==> src/rtl/jpeg_pkg.sv <==
// rtl/jpeg_pkg.sv - shared symbol types and constants for the JPEG entropy front end
package jpeg_pkg;

  localparam int COEF_W    = 11;
  localparam int BLOCK_LEN = 64;
  localparam logic [3:0] ZRL_RUN = 4'd15;

  typedef struct packed {
    logic              is_dc;
    logic [3:0]        run;
    logic [3:0]        size;
    logic [COEF_W-1:0] amp;
    logic              last;
  } rle_sym_t;

  localparam rle_sym_t EOB_SYM = rle_sym_t'{1'b0, 4'd0, 4'd0, {COEF_W{1'b0}}, 1'b1};
  localparam rle_sym_t ZRL_SYM = rle_sym_t'{1'b0, ZRL_RUN, 4'd0, {COEF_W{1'b0}}, 1'b0};

  typedef enum logic {RUN, ZRL} rle_state_t;

endpackage

==> src/rtl/rle_magnitude.sv <==
// rtl/rle_magnitude.sv - signed value to JPEG (size, amplitude) category
module rle_magnitude #(
  parameter int W  = 12,
  parameter int AW = 11
) (
  input  logic signed [W-1:0]  value,
  output logic        [3:0]    size,
  output logic        [AW-1:0] amp
);

  logic [W-1:0] mag;
  logic [W-1:0] vm1;
  logic [W-1:0] mask;

  always_comb begin
    mag  = value[W-1] ? W'(-value) : W'(value);
    size = 4'd0;
    for (int i = 0; i < W; i++) begin
      if (mag[i]) size = 4'(i + 1);
    end
    // negative values use the one's-complement form of |v| in size bits
    vm1  = W'(value - W'(1));
    mask = ~({W{1'b1}} << size);
    amp  = value[W-1] ? AW'(vm1 & mask) : AW'(value);
  end

endmodule

==> src/rtl/rle_encoder.sv <==
// rtl/rle_encoder.sv - run-length/size encoder for one zigzag-ordered 8x8 coefficient stream
module rle_encoder #(
  parameter int DATA_WIDTH = jpeg_pkg::COEF_W,
  parameter int BLOCK_LEN  = jpeg_pkg::BLOCK_LEN
) (
  input  logic                         clk,
  input  logic                         rst_n,
  input  logic                         dc_clear,
  input  logic                         in_valid,
  output logic                         in_ready,
  input  logic signed [DATA_WIDTH-1:0] in_data,
  output logic                         out_valid,
  input  logic                         out_ready,
  output logic                         out_is_dc,
  output logic [3:0]                   out_run,
  output logic [3:0]                   out_size,
  output logic [DATA_WIDTH-1:0]        out_amp,
  output logic                         out_last
);
  import jpeg_pkg::*;

  localparam int IDX_W = $clog2(BLOCK_LEN);
  localparam logic [IDX_W-1:0] LAST_IDX = IDX_W'(BLOCK_LEN - 1);

  rle_state_t state, state_nx;
  logic [IDX_W-1:0]              idx;
  logic [3:0]                    run;
  logic [1:0]                    pend_zrl;
  logic [1:0]                    zrl_left;
  logic signed [DATA_WIDTH-1:0]  pred;
  rle_sym_t                      out_sym;
  rle_sym_t                      held_sym;
  rle_sym_t                      coef_sym;
  logic                          out_valid_q;

  logic                          in_fire, out_fire;
  logic                          is_dc_idx, coef_zero;
  logic signed [DATA_WIDTH:0]    coef_ext, pred_ext, mag_in;
  logic [3:0]                    mag_size;
  logic [DATA_WIDTH-1:0]         mag_amp;

  assign in_ready  = rst_n & (state == RUN) & (!out_valid_q | out_ready);
  assign in_fire   = in_valid & in_ready;
  assign out_fire  = out_valid_q & out_ready;
  assign is_dc_idx = (idx == '0);
  assign coef_zero = (in_data == '0);

  // dc_clear in the DC cycle restarts prediction from zero for this very diff
  assign coef_ext = {in_data[DATA_WIDTH-1], in_data};
  assign pred_ext = dc_clear ? '0 : {pred[DATA_WIDTH-1], pred};
  assign mag_in   = is_dc_idx ? (coef_ext - pred_ext) : coef_ext;

  rle_magnitude #(.W(DATA_WIDTH + 1), .AW(DATA_WIDTH)) u_mag (
    .value (mag_in),
    .size  (mag_size),
    .amp   (mag_amp)
  );

  always_comb begin
    coef_sym       = '0;
    coef_sym.is_dc = is_dc_idx;
    coef_sym.run   = is_dc_idx ? 4'd0 : run;
    coef_sym.size  = mag_size;
    coef_sym.amp   = mag_amp;
    coef_sym.last  = !is_dc_idx && (idx == LAST_IDX);
  end

  always_comb begin
    state_nx = state;
    case (state)
      RUN: if (in_fire && !is_dc_idx && !coef_zero && pend_zrl != 2'd0) state_nx = ZRL;
      ZRL: if (out_fire && zrl_left == 2'd0) state_nx = RUN;
      default: state_nx = RUN;
    endcase
  end

  always_ff @(posedge clk or negedge rst_n) begin
    if (!rst_n) state <= RUN;
    else        state <= state_nx;
  end

  always_ff @(posedge clk or negedge rst_n) begin
    if (!rst_n) begin
      idx         <= '0;
      run         <= '0;
      pend_zrl    <= '0;
      zrl_left    <= '0;
      pred        <= '0;
      out_sym     <= '0;
      held_sym    <= '0;
      out_valid_q <= 1'b0;
    end else begin
      if (out_fire) out_valid_q <= 1'b0;
      if (dc_clear) pred <= '0;
      if (in_fire) begin
        idx <= idx + 1'b1;
        if (is_dc_idx) begin
          pred        <= in_data;
          out_sym     <= coef_sym;
          out_valid_q <= 1'b1;
        end else if (coef_zero) begin
          if (idx == LAST_IDX) begin
            out_sym     <= EOB_SYM;
            out_valid_q <= 1'b1;
            run         <= '0;
            pend_zrl    <= '0;
          end else if (run == ZRL_RUN) begin
            run      <= '0;
            pend_zrl <= pend_zrl + 2'd1;
          end else begin
            run <= run + 4'd1;
          end
        end else begin
          run         <= '0;
          pend_zrl    <= '0;
          out_valid_q <= 1'b1;
          if (pend_zrl == 2'd0) begin
            out_sym <= coef_sym;
          end else begin
            out_sym  <= ZRL_SYM;
            held_sym <= coef_sym;
            zrl_left <= pend_zrl - 2'd1;
          end
        end
      end else if (state == ZRL && out_fire) begin
        // the first ZRL went out with the coefficient; drain the rest, then the held symbol
        out_valid_q <= 1'b1;
        if (zrl_left == 2'd0) begin
          out_sym <= held_sym;
        end else begin
          out_sym  <= ZRL_SYM;
          zrl_left <= zrl_left - 2'd1;
        end
      end
    end
  end

  assign out_valid = out_valid_q;
  assign out_is_dc = out_sym.is_dc;
  assign out_run   = out_sym.run;
  assign out_size  = out_sym.size;
  assign out_amp   = out_sym.amp;
  assign out_last  = out_sym.last;

endmodule
==> config.mk <==
export PLATFORM = sky130hd
export DESIGN_NAME = rle_encoder
export DESIGN_NICKNAME = d
export VERILOG_FILES = /design/src/rtl/jpeg_pkg.sv /design/src/rtl/rle_magnitude.sv /design/src/rtl/rle_encoder.sv
export SDC_FILE = /design/constraint.sdc
export NUM_CORES = 1
export LEC_CHECK = 0
export ABC_AREA = 1
export CORE_MARGIN = 3
export CORE_UTILIZATION = 42
export CTS_CLUSTER_DIAMETER = 50
export DETAILED_ROUTE_END_ITERATION = 8
export RECOVER_POWER = 25
export SYNTH_ARGS = -nofsm -noshare
export SYNTH_HDL_FRONTEND = slang
export SYNTH_SLANG_ARGS = --single-unit
==> constraint.sdc <==
create_clock -name clk -period 2.9 [get_ports clk]
set_input_delay 0.435 -clock clk [delete_from_list [all_inputs] [get_ports clk]]
set_output_delay 0.435 -clock clk [all_outputs]
set_load 0.02 [all_outputs]
# Word-level counts from Yosys, hierarchy flattened
# Cells that the tools add are included.
# totals
word_cells	112
ff_bits	68
out_inout_bits	23
# op_classes
n_mux	48
eq_ne	8
bitwise	11
n_reduce_logical	20
n_addsub	8
shifts	1
# op_table
cell	count
21-bit two-way mux	5
11-bit two-way mux	4
20-bit two-way mux	2
12-bit two-way mux	3
4-bit two-way mux	9
2-bit two-way mux	11
3-bit two-way mux	4
12-bit negator	1
12-bit by 4-bit left shift with 11-bit output, first input constant	1
11-bit by 12-bit subtractor with 12-bit output	1
11-bit AND	1
11-bit logical NOT	1
11-bit NOT	1
11-bit by 2-bit subtractor with 11-bit output, second input constant	1
1-bit two-way mux	9
2-bit != test, second input constant	4
6-bit by 1-bit adder with 6-bit output, second input constant	1
6-bit equality test, second input constant	1
1-bit logical AND	6
6-bit logical NOT	1
5-bit AND reduction	1
4-bit by 1-bit adder with 4-bit output, second input constant	1
1-bit AND	4
4-bit equality test, second input constant	1
13 further kinds	22

# Depth between registers and ports, before layout
# logic_depth
word_depth	25
ltp_mapped	31
ltp_nobuf	31

# Hierarchy
# From an unflattened synthesis, not the netlist that was laid out.
# hier_totals
hier_cells	736
hier_area_um2	4947.2
# modules_own_cells
module	area_per_inst_um2	cells_each	n_inst
rle_encoder	4092.7	574	1
rle_magnitude	854.6	162	1

# Least setup slack after synthesis
# OpenSTA, ideal clock, no wires.
# synth_path
path_kind	input-to-reg
startpoint	input dc_clear
endpoint	register out_sym (netlist bit out_amp[4])
n_path_buf	0
setup_time_ns	0.122
arrival_time_ns	2.987
setup_slack_ns	-0.209
required_time_ns	2.778
stages	24
cell_sequence	clkinv_1 nand2_1 fa_1 inv_1 o21ai_2 inv_1 ha_1 inv_1 nor2_2 nand3_1 nor2_2 nand3_2 nand2_2 nand2_1 nand2_1 nand2_1 nor2_4 nand3_2 nor2_4 inv_4 nor2_4 nor2_2 nand3_2 a21oi_2
# synth_between
elab_chain_len	25
word_cells_on_any_way	26
# synth_rtl
element	line	rtl
start, declared	rle_encoder.sv:8	input logic dc_clear,
12-bit two-way mux *	rle_encoder.sv:50	assign pred_ext = dc_clear ? '0 : {pred[DATA_WIDTH-1], pred};
11-bit by 12-bit subtractor with 12-bit output *	rle_encoder.sv:51	assign mag_in = is_dc_idx ? (coef_ext - pred_ext) : coef_ext;
12-bit two-way mux *	rle_encoder.sv:51	
12-bit negator	rle_magnitude.sv:16	mag = value[W-1] ? W'(-value) : W'(value);
12-bit two-way mux	rle_magnitude.sv:16	
1-bit two-way mux	rle_magnitude.sv:19	if (mag[i]) size = 4'(i + 1);
2-bit two-way mux (2 in series)	rle_magnitude.sv:19	
3-bit two-way mux (4 in series)	rle_magnitude.sv:19	
4-bit two-way mux (5 in series)	rle_magnitude.sv:19	
12-bit by 4-bit left shift with 11-bit output	rle_magnitude.sv:23	mask = ~({W{1'b1}} << size);
11-bit NOT	rle_magnitude.sv:23	
11-bit AND	rle_magnitude.sv:24	amp = value[W-1] ? AW'(vm1 & mask) : AW'(value);
11-bit two-way mux *	rle_magnitude.sv:24	
20-bit two-way mux	rle_encoder.sv:117	if (pend_zrl == 2'd0) begin
21-bit two-way mux	rle_encoder.sv:101	end else if (coef_zero) begin
21-bit two-way mux *	rle_encoder.sv:97	if (is_dc_idx) begin
21-bit two-way mux *	rle_encoder.sv:95	if (in_fire) begin
end signal, assigned	rle_encoder.sv:99	out_sym <= coef_sym;
end signal, assigned	rle_encoder.sv:118	out_sym <= coef_sym;
end signal, assigned	rle_encoder.sv:129	out_sym <= held_sym;
end, declared	rle_encoder.sv:31	rle_sym_t out_sym;
# Mark *: on every way between the ends. The rest lies on a longest branch, timed or not.
# A chain may end at the register's enable or synchronous reset.

# Final worst setup path
# layout_path
startpoint	register pred[0]
endpoint	register out_sym (netlist bit out_size[2])
# layout_between
elab_chain_len	18
# layout_rtl
element	line	rtl
start, declared	rle_encoder.sv:30	logic signed [DATA_WIDTH-1:0] pred;
start signal, assigned	rle_encoder.sv:98	pred <= in_data;
12-bit two-way mux *	rle_encoder.sv:50	
11-bit by 12-bit subtractor with 12-bit output *	rle_encoder.sv:51	
12-bit two-way mux *	rle_encoder.sv:51	
12-bit negator	rle_magnitude.sv:16	
12-bit two-way mux *	rle_magnitude.sv:16	
3-bit two-way mux (4 in series)	rle_magnitude.sv:19	
4-bit two-way mux (4 in series)	rle_magnitude.sv:19	
4-bit two-way mux *	rle_magnitude.sv:19	
20-bit two-way mux	rle_encoder.sv:117	
21-bit two-way mux	rle_encoder.sv:101	
21-bit two-way mux *	rle_encoder.sv:97	
21-bit two-way mux *	rle_encoder.sv:95	
# Marks and branches as above.

==> run summary <==
Die height - 111 µm
Clock transition at path regs - 0.08 ns
Pins Over Slew Limit - 69
Post-synthesis register bit count - 68
RR Startpoint - pred[0]$_DFF_PN0_
Layout cells sized above 1 - 32.8%
Ys async rst share - 100%
Required time worst endpoint - 3.13 ns
Failing checks - max-capacitance violations, max-slew violations, negative setup slack
Post-Syn Area per Cell - 7.37 µm²
WP buf/inv - 8
Leakage - 0.00315 µW
Crit-path slowest cell - fa_2
Fin nets - 815
Finished Cell Area - 6460 µm²
Starting Density - 44.0%
Peak VDD IR - 0.345 mV
Crit path DAT - 3.44 ns
Synth warnings - 0
GRT overflow - 0
Drt pass-1 iters - 4
Reg2reg setup slack - -0.31 ns
RSZ-0062 raised after global routing - yes
First-pass GRT wire length - 20600 µm
Drt wl/cell - 13.1 µm
Dpl cell area - 5890 µm²
Reg2reg end - out_size[2]$_DFFE_PN0P_
Min-Delay Path Class - reg -> reg
Critical Setup Path Class - reg -> reg
Post-Syn Area - 4620 µm²
DIE AREA - 12300 µm²
Final Wtd Congestion - 0.900
Final WS setup - -0.311 ns
Ant. Diodes - 0
Total GRT Usage - 19.8%
CTS max path bufs - 2
Largest net degree at the start of global routing - 69
Post-layout util - 61.5%
Worst clock skew - 0.00805 ns
Worst Hold Depth - 2
Slew Limit Headroom - -15.5%
Initial antenna violation count - 0
Worst-skew pair later-pin latency - 0.34 ns
Top cell type's share of synthesized area - 36.8%
Die width - 111 µm
Final setup violation count - 27
Crit Path Max Fanout - 5
Hold_sp - out_is_dc$_DFFE_PN0P_
Final hold vios - 0
Synth top area cells - dfrtp_1 37%, nand2_1 14%, inv_1 5.0%
Max-cap violations - 1
Routed WL - 12000 µm
Post-DP HPWL - 9030 µm
CTS tree - built
Post-synth EDFFs - 0
Num CTS Buffers - 9
Critical Path Max Stage Delay - 0.42 ns
DP Worst Slack - -1.03 ns
Most frequent cells after synthesis - 177 x nand2_1, 68 x dfrtp_1, 61 x inv_1
Area leader, netlist - dfrtp_1
R2R depth - 25
Worst hold slack - 0.474 ns
Min Tclk post-route - 3.21 ns
Hold bufs inserted after CTS - 0
# clock sinks - 68
Cells after Synth - 627
P&R area growth vs syn - 39.8%
Routed Antenna Nets - 0
FMAX - 0.311 GHz
H-tree levels - 3
Post-Synthesis Net Count - 660
Root buffer cell - clkbuf_8
Top FF cell, synth - dfrtp_1
Vias in the first global route - 4398
Outcome - complete, but fails checks
Number of remaining DRC errors - 0
Slew @ Worst Pin - 1.73 ns
Most frequent cell after synthesis - nand2_1
Core Box Area - 10500 µm²
Post-DR vias/cell - 4.91
Final Cycle Share - 111%
Via count - 4527
Netlist cell types - 48
Top delay family on crit path - simple AND/OR/NAND/NOR gates
# rows - 37
1st-iter DRT viols - 189
Crit end category - flip-flop
Hold worst-path end - out_is_dc$_DFFE_PN0P_
Pwr dens - 587 nW/µm²
Critical path startpoint category - flip-flop
Sequential fraction of the synthesis area - 36.8%
Io pins - 39
# port buffers - 38
-- report_power, final --
group / internal (µW) / total, µW / switching, µW
combinational: 764 / 1680 / 919
clock: 305 / 693 / 388
sequential: 1250 / 1420 / 168
-- state kept, by name, summed over array words and instances (netlist names), named ones only --
name and count:
run 4, state 1, pred 11, out_run 4
out_size 4, held_sym 20, idx 6, out_last 1
zrl_left 2, out_is_dc 1, pend_zrl 2, out_amp 11
-- worst reg2reg max path, stage by stage, from the launching register on --
cell and delay, ns:
dfrtp_1 0.38, inv_2 0.06, nor2_4 0.04, ha_4 0.16
inv_4 0.05, fa_2 0.42, inv_2 0.06, o21ai_2 0.05
inv_1 0.05, ha_2 0.18, inv_2 0.05, nor2_4 0.11
nand3_4 0.09, nor2_4 0.13, buf_4 0.13, nand2_2 0.06
nand3_2 0.09, nand2_2 0.07, nor2_2 0.12, nand2_1 0.09
nand3_2 0.11, nand2_4 0.08, buf_4 0.14, buf_4 0.12
a22oi_1 0.17, o21ai_1 0.10
-- placed cells by master, fill, tap and decap left out, types with 3 or more instances in the layout --
| cell | instances |
|---|---|
| inv_1 | 54 |
| clkbuf_8 | 9 |
| nor3_1 | 4 |
| nand3_1 | 34 |
| nor2_2 | 7 |
| dfrtp_1 | 68 |
| buf_12 | 4 |
| nand2_4 | 6 |
| xor2_1 | 13 |
| a21oi_2 | 9 |
| nand4_1 | 5 |
| a31oi_1 | 4 |
| buf_6 | 4 |
| o21ai_0 | 25 |
| nor2_4 | 9 |
| clkdlybuf4s50_1 | 34 |
| o21ai_2 | 7 |
| xnor2_1 | 4 |
| nand2_2 | 35 |
| ha_1 | 13 |
| nand3b_1 | 3 |
| nand3_2 | 16 |
| inv_4 | 7 |
| a21oi_1 | 38 |
| o31ai_1 | 4 |
| nor2_1 | 51 |
| clkinvlp_4 | 3 |
| inv_2 | 7 |
| nand2_1 | 156 |
| buf_4 | 112 |
| o21ai_1 | 3 |
-- area by class of cell --
cell class | count | area [µm²]
clock buffers | 9 | 124
repair buffers | 159 | 1340
clock inverters | 6 | 41.3
well taps | 136 | 170
multi-input cells | 473 | 2790
flip-flops and latches | 68 | 1700
inverters | 71 | 289
fillers | 976 | 4050
-- worst max path at each step --
stage / startpoint / endpoint / slack, ns / cells past startpoint
finish: pred[0]$_DFF_PN0_ / out_size[2]$_DFFE_PN0P_ / -0.31 / 25
global route: pred[0]$_DFF_PN0_ / held_sym[1]$_DFFE_PN0P_ / -0.57 / 26
CTS: pred[0]$_DFF_PN0_ / out_amp[2]$_DFFE_PN0P_ / -0.26 / 27
detailed placement: dc_clear / out_amp[2]$_DFFE_PN0P_ / -1.03 / 28
global placement: dc_clear / out_amp[2]$_DFFE_PN0P_ / -0.93 / 26
floorplan: dc_clear / out_amp[2]$_DFFE_PN0P_ / -0.13 / 26
-- layer usage --
metal	GRT usage [%]	share of wire, %	routed length (µm)
met5	0	0	0
met4	4.43	0.72	87
met3	3.55	3.4	410
met2	33.3	49	5940
met1	26.4	47	5600
-- logic make-up (layout without fill, tap and decap cells) --
group                    Yosys count  after routing  synth area share, %
AND/OR/NAND/NOR                  338            338                 33.6
AO/OA/AOI/OAI                    101            101                 13.2
buffers and inverters             86            245                 8.34
flip-flops                        68             68                 36.8
adder cells (fa/ha/maj)           17             17                 4.76
XOR/XNOR                          17             17                 3.22
-- metrics by stage --
stage               TNS, ns  std cells  total power (µW)
floorplan             -1.53        627              2370
global route         -13.32        922              4080
detailed placement   -25.68        885              3040
global placement     -23.59        885              2990
CTS                   -5.31        915              3790
finish                -5.76        922              3800
-- repair_timing --
| action | 4_1_cts | 5_1_grt |
|---|---|---|
| resized for setup | 40 | 38 |
| setup buffers | 15 | 8 |
| endpoints found under the hold margin | 0 | 0 |
| pin swaps | 19 | 21 |
| setup endpoints to repair | 29 | 32 |
No activity file was read; power rests on OpenSTA's default activity.
